==> config.mk <==
export PLATFORM = sky130hd
export DESIGN_NAME = dram_port_arbiter_flat
export DESIGN_NICKNAME = d
export VERILOG_FILES = /design/src/rtl/dram_port_arbiter_if.sv /design/src/rtl/dram_port_arbiter.sv /design/src/flat_wrapper.sv
export SDC_FILE = /design/constraint.sdc
export NUM_CORES = 1
export LEC_CHECK = 0
export ABC_CLOCK_PERIOD_IN_PS = 1700
export CAP_MARGIN = 20
export CORE_UTILIZATION = 37
export DETAILED_ROUTE_END_ITERATION = 6
export HOLD_SLACK_MARGIN = 0.03
export PLACE_DENSITY = 0.86
export SYNTH_ARGS = -nofsm -noshare
export SYNTH_HDL_FRONTEND = slang
export SYNTH_SLANG_ARGS = --single-unit
==> constraint.sdc <==
create_clock -name clock -period 1.7 [get_ports clock]
set_clock_uncertainty 0.2 [all_clocks]
set_input_delay 0.34 -clock clock [delete_from_list [all_inputs] [get_ports clock]]
set_output_delay 0.34 -clock clock [all_outputs]
set_load 0.01 [all_outputs]
==> src/rtl/dram_port_arbiter_if.sv <==
// dram_port_arbiter_if: bus between the DRAM port arbiter and its requesters plus the DRAM.
// Port A is the processor and port B the host loader/readback engine. mem_* connect to the DRAM.
// The master modport is the environment: the requesters and the DRAM.
// The slave modport is the arbiter.
interface dram_port_arbiter_if #(
  parameter int ADDR_W = 16,
  parameter int DATA_W = 8
);
  logic              a_req, a_we, a_gnt, a_rvalid;
  logic [ADDR_W-1:0] a_addr;
  logic [DATA_W-1:0] a_wdata, a_rdata;
  logic              b_req, b_we, b_gnt, b_rvalid, b_lock, b_owned;
  logic [ADDR_W-1:0] b_addr;
  logic [DATA_W-1:0] b_wdata, b_rdata;
  logic [ADDR_W-1:0] mem_addr;
  logic [DATA_W-1:0] mem_wdata, mem_q;
  logic              mem_wren;
  modport master (
    output a_req, a_we, a_addr, a_wdata, b_req, b_we, b_addr, b_wdata, b_lock, mem_q,
    input  a_gnt, a_rvalid, a_rdata, b_gnt, b_rvalid, b_rdata, b_owned, mem_addr, mem_wdata, mem_wren
  );
  modport slave (
    input  a_req, a_we, a_addr, a_wdata, b_req, b_we, b_addr, b_wdata, b_lock, mem_q,
    output a_gnt, a_rvalid, a_rdata, b_gnt, b_rvalid, b_rdata, b_owned, mem_addr, mem_wdata, mem_wren
  );
endinterface

==> src/rtl/dram_port_arbiter.sv <==
// dram_port_arbiter: shares the single-port DRAM between the core (A) and the host engine (B).
// Ports:
//   clock  divided system clock
//   rst    asynchronous active-high reset
//   bus    dram_port_arbiter_if.slave
//          A and B each have req/we/addr/wdata in and gnt/rvalid/rdata out.
//          B also has b_lock in and b_owned out.
//          The DRAM side is mem_addr/mem_wdata/mem_wren out and mem_q in.
// Read data returns two cycles after the grant edge. A B grant with b_lock held gives B the
// memory exclusively until b_lock drops.
// Define DRAM_ARB_RR_EN for round-robin tie breaking. Otherwise A has fixed priority on ties.
module dram_port_arbiter #(
  parameter int ADDR_W = 16,
  parameter int DATA_W = 8
) (
  input logic clock,
  input logic rst,
  dram_port_arbiter_if.slave bus
);
  typedef enum logic {ARB, LOCKED} state_t;
  state_t state;
  logic s1_v, s1_p, s2_v, s2_p;
  logic hold, prio_a, a_win, b_win;
`ifdef DRAM_ARB_RR_EN
  logic last_a;
  assign prio_a = !last_a;
`else
  assign prio_a = 1'b1;
`endif
  // While locked and b_lock still high, A is not a candidate at all.
  always_comb begin
    hold = state == LOCKED && bus.b_lock;
    a_win = !hold && bus.a_req && (!bus.b_req || prio_a);
    b_win = bus.b_req && !a_win;
  end
  assign bus.a_rdata = bus.mem_q;
  assign bus.b_rdata = bus.mem_q;
  always_ff @(posedge clock or posedge rst) begin
    if (rst) begin
      state <= ARB;
      bus.b_owned <= 1'b0;
      bus.a_gnt <= 1'b0;
      bus.b_gnt <= 1'b0;
      bus.a_rvalid <= 1'b0;
      bus.b_rvalid <= 1'b0;
      bus.mem_wren <= 1'b0;
      bus.mem_addr <= {ADDR_W{1'b0}};
      bus.mem_wdata <= {DATA_W{1'b0}};
      s1_v <= 1'b0;
      s1_p <= 1'b0;
      s2_v <= 1'b0;
      s2_p <= 1'b0;
`ifdef DRAM_ARB_RR_EN
      last_a <= 1'b1;
`endif
    end else begin
      bus.a_gnt <= a_win;
      bus.b_gnt <= b_win;
      if (a_win || b_win) begin
        bus.mem_addr <= a_win ? bus.a_addr : bus.b_addr;
        bus.mem_wdata <= a_win ? bus.a_wdata : bus.b_wdata;
      end
      bus.mem_wren <= a_win ? bus.a_we : b_win && bus.b_we;
      // The read tag carries only reads. Port 1 means B.
      s1_v <= (a_win && !bus.a_we) || (b_win && !bus.b_we);
      s1_p <= b_win;
      s2_v <= s1_v;
      s2_p <= s1_p;
      bus.a_rvalid <= s2_v && !s2_p;
      bus.b_rvalid <= s2_v && s2_p;
      state <= (b_win && bus.b_lock) || hold ? LOCKED : ARB;
      bus.b_owned <= (b_win && bus.b_lock) || hold;
`ifdef DRAM_ARB_RR_EN
      if (a_win || b_win) last_a <= a_win;
`endif
    end
  end
endmodule

==> src/flat_wrapper.sv <==
// flat-port wrapper written by rule: the top's interface ports become plain ports
module dram_port_arbiter_flat 
#(
  parameter int ADDR_W = 16,
  parameter int DATA_W = 8
)
  (clock, rst, bus_a_req, bus_a_we, bus_a_addr, bus_a_wdata, bus_b_req, bus_b_we, bus_b_addr, bus_b_wdata, bus_b_lock, bus_mem_q, bus_a_gnt, bus_a_rvalid, bus_a_rdata, bus_b_gnt, bus_b_rvalid, bus_b_rdata, bus_b_owned, bus_mem_addr, bus_mem_wdata, bus_mem_wren);
  dram_port_arbiter_if #(.ADDR_W(ADDR_W), .DATA_W(DATA_W)) bus_i ();
  input logic clock;
  input logic rst;
  input wire logic [$bits(bus_i.a_req)-1:0] bus_a_req;
  input wire logic [$bits(bus_i.a_we)-1:0] bus_a_we;
  input wire logic [$bits(bus_i.a_addr)-1:0] bus_a_addr;
  input wire logic [$bits(bus_i.a_wdata)-1:0] bus_a_wdata;
  input wire logic [$bits(bus_i.b_req)-1:0] bus_b_req;
  input wire logic [$bits(bus_i.b_we)-1:0] bus_b_we;
  input wire logic [$bits(bus_i.b_addr)-1:0] bus_b_addr;
  input wire logic [$bits(bus_i.b_wdata)-1:0] bus_b_wdata;
  input wire logic [$bits(bus_i.b_lock)-1:0] bus_b_lock;
  input wire logic [$bits(bus_i.mem_q)-1:0] bus_mem_q;
  output wire logic [$bits(bus_i.a_gnt)-1:0] bus_a_gnt;
  output wire logic [$bits(bus_i.a_rvalid)-1:0] bus_a_rvalid;
  output wire logic [$bits(bus_i.a_rdata)-1:0] bus_a_rdata;
  output wire logic [$bits(bus_i.b_gnt)-1:0] bus_b_gnt;
  output wire logic [$bits(bus_i.b_rvalid)-1:0] bus_b_rvalid;
  output wire logic [$bits(bus_i.b_rdata)-1:0] bus_b_rdata;
  output wire logic [$bits(bus_i.b_owned)-1:0] bus_b_owned;
  output wire logic [$bits(bus_i.mem_addr)-1:0] bus_mem_addr;
  output wire logic [$bits(bus_i.mem_wdata)-1:0] bus_mem_wdata;
  output wire logic [$bits(bus_i.mem_wren)-1:0] bus_mem_wren;
  assign bus_i.a_req = bus_a_req;
  assign bus_i.a_we = bus_a_we;
  assign bus_i.a_addr = bus_a_addr;
  assign bus_i.a_wdata = bus_a_wdata;
  assign bus_i.b_req = bus_b_req;
  assign bus_i.b_we = bus_b_we;
  assign bus_i.b_addr = bus_b_addr;
  assign bus_i.b_wdata = bus_b_wdata;
  assign bus_i.b_lock = bus_b_lock;
  assign bus_i.mem_q = bus_mem_q;
  assign bus_a_gnt = bus_i.a_gnt;
  assign bus_a_rvalid = bus_i.a_rvalid;
  assign bus_a_rdata = bus_i.a_rdata;
  assign bus_b_gnt = bus_i.b_gnt;
  assign bus_b_rvalid = bus_i.b_rvalid;
  assign bus_b_rdata = bus_i.b_rdata;
  assign bus_b_owned = bus_i.b_owned;
  assign bus_mem_addr = bus_i.mem_addr;
  assign bus_mem_wdata = bus_i.mem_wdata;
  assign bus_mem_wren = bus_i.mem_wren;
  dram_port_arbiter #(.ADDR_W(ADDR_W), .DATA_W(DATA_W)) u_core (.clock(clock), .rst(rst), .bus(bus_i));
endmodule
=== Word level (Yosys, flattened, before mapping) ===
Cells that the tools add are included.

* Shift operators: 0
* Multipliers: 0
* Add/subtract/negate cells: 0
* Bitwise gates (word level): 0
* Equal/unequal tests: 0
* Order comparisons: 0
* Multiplexer cells: 4
* Reduce and logical (&&, ||, !) cells: 17
* Divide/modulo/power cells: 0

{| class="wikitable"
|+ Operator list
! kind !! count
|-
| 2-to-1 mux 16 bit || 1
|-
| logical AND 1 bit || 9
|-
| 2-to-1 mux 8 bit || 1
|-
| zero test 1 bit || 5
|-
| logical OR 1 bit || 3
|-
| 2-to-1 mux 1 bit || 2
|}

* Memories: 0
* Register bits after elaboration: 34
* Memory bits (read-only): 0
* Input port bits: 63
* Word-level logic and storage cells: 33
* Latch bits: 0
* Memory bits (writable): 0
* Output and inout port bits: 46

=== Depth between registers and ports, before layout ===
* Word-level depth: 8
* Gate-level depth with buffers: 4
* Mapped depth without buffers: 2

=== Worst setup path before layout ===
OpenSTA, ideal clock, no wires.

* Kind: reg-to-reg
* Start point: register, netlist name u_core.bus.b_owned
* End point: register u_core.bus.mem_addr[0]
* Setup slack: 0.199 ns
* Data required time: 1.375 ns
* Setup time: 0.125 ns
* Path buffers: 2
* Data arrival time: 1.176 ns
* Period minus slack after synthesis: 1.501 ns
* Stages on the path, launching flop included: 5
* Path through: dfrtp_1 a21bo_1 buf_6 buf_6 mux2_4

{| class="wikitable"
|+ RTL lines
! what !! line !! RTL
|-
| to (signal assigned) || dram_port_arbiter.sv:47 || <nowiki>bus.mem_addr <= {ADDR_W{1'b0}};</nowiki>
|-
| to (signal assigned) || dram_port_arbiter.sv:60 || <nowiki>bus.mem_addr <= a_win ? bus.a_addr : bus.b_addr;</nowiki>
|-
| to (decl) || dram_port_arbiter_if.sv:24 || <nowiki>output a_gnt, a_rvalid, a_rdata, b_gnt, b_rvalid, b_rdata, b_owned, mem_addr, mem_wdata, mem_wren</nowiki>
|}

=== Final worst setup path ===
* Start point: input port bus_a_req
* End point: register u_core.bus.mem_addr[5]

* Longest elaborated chain between the ends: 4
* Elaborated cells between the ends (all ways): 5
* Classes of those cells: mux: 1; reduce/logical: 4

{| class="wikitable"
|+ Ends and longest elaborated chain
! what !! line !! RTL
|-
| from (decl) || flat_wrapper.sv:11 || <nowiki>input wire logic [$bits(bus_i.a_req)-1:0] bus_a_req;</nowiki>
|-
| logical AND 1 bit (*) || dram_port_arbiter.sv:33 || <nowiki>a_win = !hold && bus.a_req && (!bus.b_req || prio_a);</nowiki>
|-
| zero test 1 bit || dram_port_arbiter.sv:34 || <nowiki>b_win = bus.b_req && !a_win;</nowiki>
|-
| logical AND 1 bit || dram_port_arbiter.sv:34 ||
|-
| logical OR 1 bit || dram_port_arbiter.sv:59 || <nowiki>if (a_win || b_win) begin</nowiki>
|}

Every way passes the cells marked *; elsewhere a longest branch is shown, timed or not.
A chain may end at the register's enable or synchronous reset.

==> results.py <==
metrics = {
    "place": {
        "portBuffers": 84,
        "placed_area_um2": 2580,
        "gp_congestion": 0.692,
        "dp_cells": 237,
        "hpwl_mm": 2.81,
    },
    "cells_and_area": {
        "final_nets": 255,
        "utilization_pct": 60.0,
        "drive_gt1_share_pct": 32.6,
        "design_area_um2": 2690,
        "syn_to_final_growth_pct": 52.0,
        "layout.cells.non_filler": 245,
        "diodes": 0,
    },
    "synth": {
        "synth_area_leaders": "dfrtp_1 47%, mux2_4 27%, mux2_2 10%",
        "syn_avg_cell_area_um2": 15.2,
        "synth_cell_types": 14,
        "synth_seq_cells": 33,
        "syn-instance-count": 116,
        "syn-cell-area_um2": 1770,
        "syn_nets": 179,
        "yosysTopAreaCell": "dfrtp_1",
        "seq_area_frac_synth_pct": 46.7,
        "yosysWarningCount": 0,
        "synth.top_cell.area_share_pct": 46.7,
    },
    "timing": {
        "worst_pin_slew_ns": 0.186,
        "hold_viol": 0,
        "slew_violations": 0,
        "min_period_over_period_pct": 96.2,
        "finalSetupViolCount": 0,
        "fmax_ghz": 0.611,
        "period_minus_slack_ns": 1.64,
        "max_slew_margin_pct": 87.6,
        "finalSetupTns_ns": 0,
        "rsz0062_at_grt": "no",
    },
    "setup_path": {
        "cp_slowest_cell": "clkdlybuf4s50_1",
        "crit_path_end": "u_core.bus.mem_addr[5]",
        "r2r_setup_slack_ns": 0.25,
        "critPathMaxFanout": 16,
        "path_class": "in2reg",
        "critPathMaxStageDelay_ns": 0.42,
        "cp.required_ns": 1.66,
        "reg2reg_to": "u_core.bus.mem_wdata[3]",
        "worstReg2RegStart": "u_core.bus.b_owned",
        "start_kind": "input pin",
        "worstSetupPathDepth": 4,
        "cp-startpoint": "bus_a_req",
        "cp_cell_sequence": "clkdlybuf4s50_1, a21bo_1, buf_12, mux2_2",
        "crit_family": "buffers and inverters",
        "crit_arrival_ns": 1.60,
        "path_buf_inv": 2,
        "cp-end-kind": "flop",
        "rr_worst_depth": 3,
    },
    "min_path": {
        "hp-class": "reg2reg",
    },
    "power": {
        "p_leak_nw": 1.30,
        "finalPower_mw": 2.34,
        "p_per_area_nw_per_um2": 870,
        "ir_drop_v": 0.000494,
    },
    "detailed_routing": {
        "ant_nets": 0,
        "wl_per_cell_um": 15.6,
        "routed_wl_mm": 3.82,
        "first_pass_iters": 7,
        "drc": 9,
        "first_iter_violations": 73,
        "viasPerCell": 4.71,
        "num_vias": 1153,
    },
    "clock_tree": {
        "root_buffer": "clkbuf_8",
        "clock-sinks": 33,
        "cts_buffer_depth": 2,
        "clock_latency_ns": 0.27,
        "h-tree-depth": 2,
        "post_cts_buffers": 0,
        "cts_tree": "built",
        "clk_pin_slew_ns": 0.07,
        "cts_buffers": 5,
    },
    "die": {
        "design.portCount": 109,
        "die_w_um": 71.1,
        "dieArea_um2": 5060,
        "rows": 24,
        "start_util_pct": 39.5,
        "core_area_um2": 4470,
        "die_h_um": 71.1,
    },
    "outcome": {
        "violations": "DRC",
        "status": "finished, violations left",
    },
    "global_routing": {
        "antenna_found_initial": 0,
        "grt_use_met2_pct": 26.1,
        "met1_usage_pct": 18.9,
        "first_global_vias": 1233,
        "grt_start_max_net_pins": 34,
        "busiest_layer": "met2",
        "track_usage_pct": 15.7,
        "use_met3_pct": 5.84,
        "grt_pass1_wl_mm": 6.03,
        "grt_remaining_overflow": 0,
    },
    "flow_run": {
        "maxCapViolations": 0,
    },
}
## timing repair
| action | 4_1_cts | 5_1_grt |
|---|---|---|
| setup endpoints to repair | 36 | 2 |
| resized for setup | 30 | 2 |
| hold buffers | 0 | 0 |
| pin swaps | 0 | 0 |
## cell families after synthesis
family / share of synthesized area [%]
simple gates: 1.98
compound gates: 0.992
flops: 46.7
buf+inv: 11.8
mux: 38.5
## cell usage after synthesis
cell type / number
inv_1: 3
dfrtp_1: 33
o21a_1: 1
nand2b_1: 1
mux2_2: 16
nor2b_1: 2
nand2_1: 1
buf_4: 16
buf_6: 5
buf_12: 1
mux2_4: 32
mux2i_1: 2
and2_1: 2
a21bo_1: 1
## worst min-delay path by stage
stage | startpoint | to | slack (ns) | cells after the start
after global routing | u_core.s1_v | u_core.s2_v | 0.17 | 0
after detailed placement | u_core.s1_v | u_core.s2_v | 0.15 | 0
after CTS | u_core.s1_v | u_core.s2_v | 0.17 | 0
after floorplan | u_core.s1_v | u_core.s2_v | 0.13 | 0
after global placement | u_core.s1_v | u_core.s2_v | 0.13 | 0
final | u_core.s1_v | u_core.s2_v | 0.16 | 0
## layer usage
| layer | routed length, um | vias to the layer above |
|---|---|---|
| li1 | - | 532 |
| met1 | 1510 | 553 |
| met2 | 1870 | 55 |
| met3 | 376 | 13 |
| met4 | 55 | 0 |
| met5 | 0 | - |
## through the flow
stage | hold slack, ns | setup slack [ns]
after floorplan | 0.131 | 0.199
after global placement | 0.134 | -0.295
after detailed placement | 0.153 | -0.331
after CTS | 0.169 | 0.00364
after global routing | 0.168 | 0.0411
final | 0.162 | 0.0638
## where the power goes
group	internal [mW]	leakage [nW]	switching, mW
combinational	0.376	0.834	0.184
sequential	0.866	0.394	0.0381
clock	0.582	0.0681	0.290
total	1.82	1.30	0.512
## placed cells by master, fill, tap and decap left out
cell and count:
mux2i_1 2, nor2b_1 2, clkbuf_8 5, mux2_2 16, inv_1 3, a21bo_1 1, buf_4 2, nand2_1 1
clkinv_2 1, o21a_1 1, buf_6 1, dlygate4sd2_1 29, and2_1 2, clkdlybuf4s50_1 53, buf_12 4, bufinv_16 2
dlymetal6s2s_1 2, dfrtp_1 33, nand2b_1 1, mux2_4 32
## flip-flops by register name (all words and copies together), names as in the netlist
name	count
u_core.bus.mem_addr	16
u_core.bus.mem_wdata	8
u_core.bus.a_gnt	1
u_core.bus.a_rvalid	1
u_core.bus.b_owned	1
u_core.bus.b_rvalid	1
u_core.bus.mem_wren	1
u_core.s1_p	1
u_core.s1_v	1
u_core.s2_p	1
u_core.s2_v	1
## layout make-up
type | count | area (um2)
clock buffers | 5 | 68.8
clock inverters | 3 | 65.1
fillers | 384 | 1790
inverters | 3 | 11.3
multi-input cells | 58 | 733
flip-flops and latches | 33 | 826
well taps | 52 | 65.1
repair buffers | 91 | 916
(Power assumes the default switching activity.)
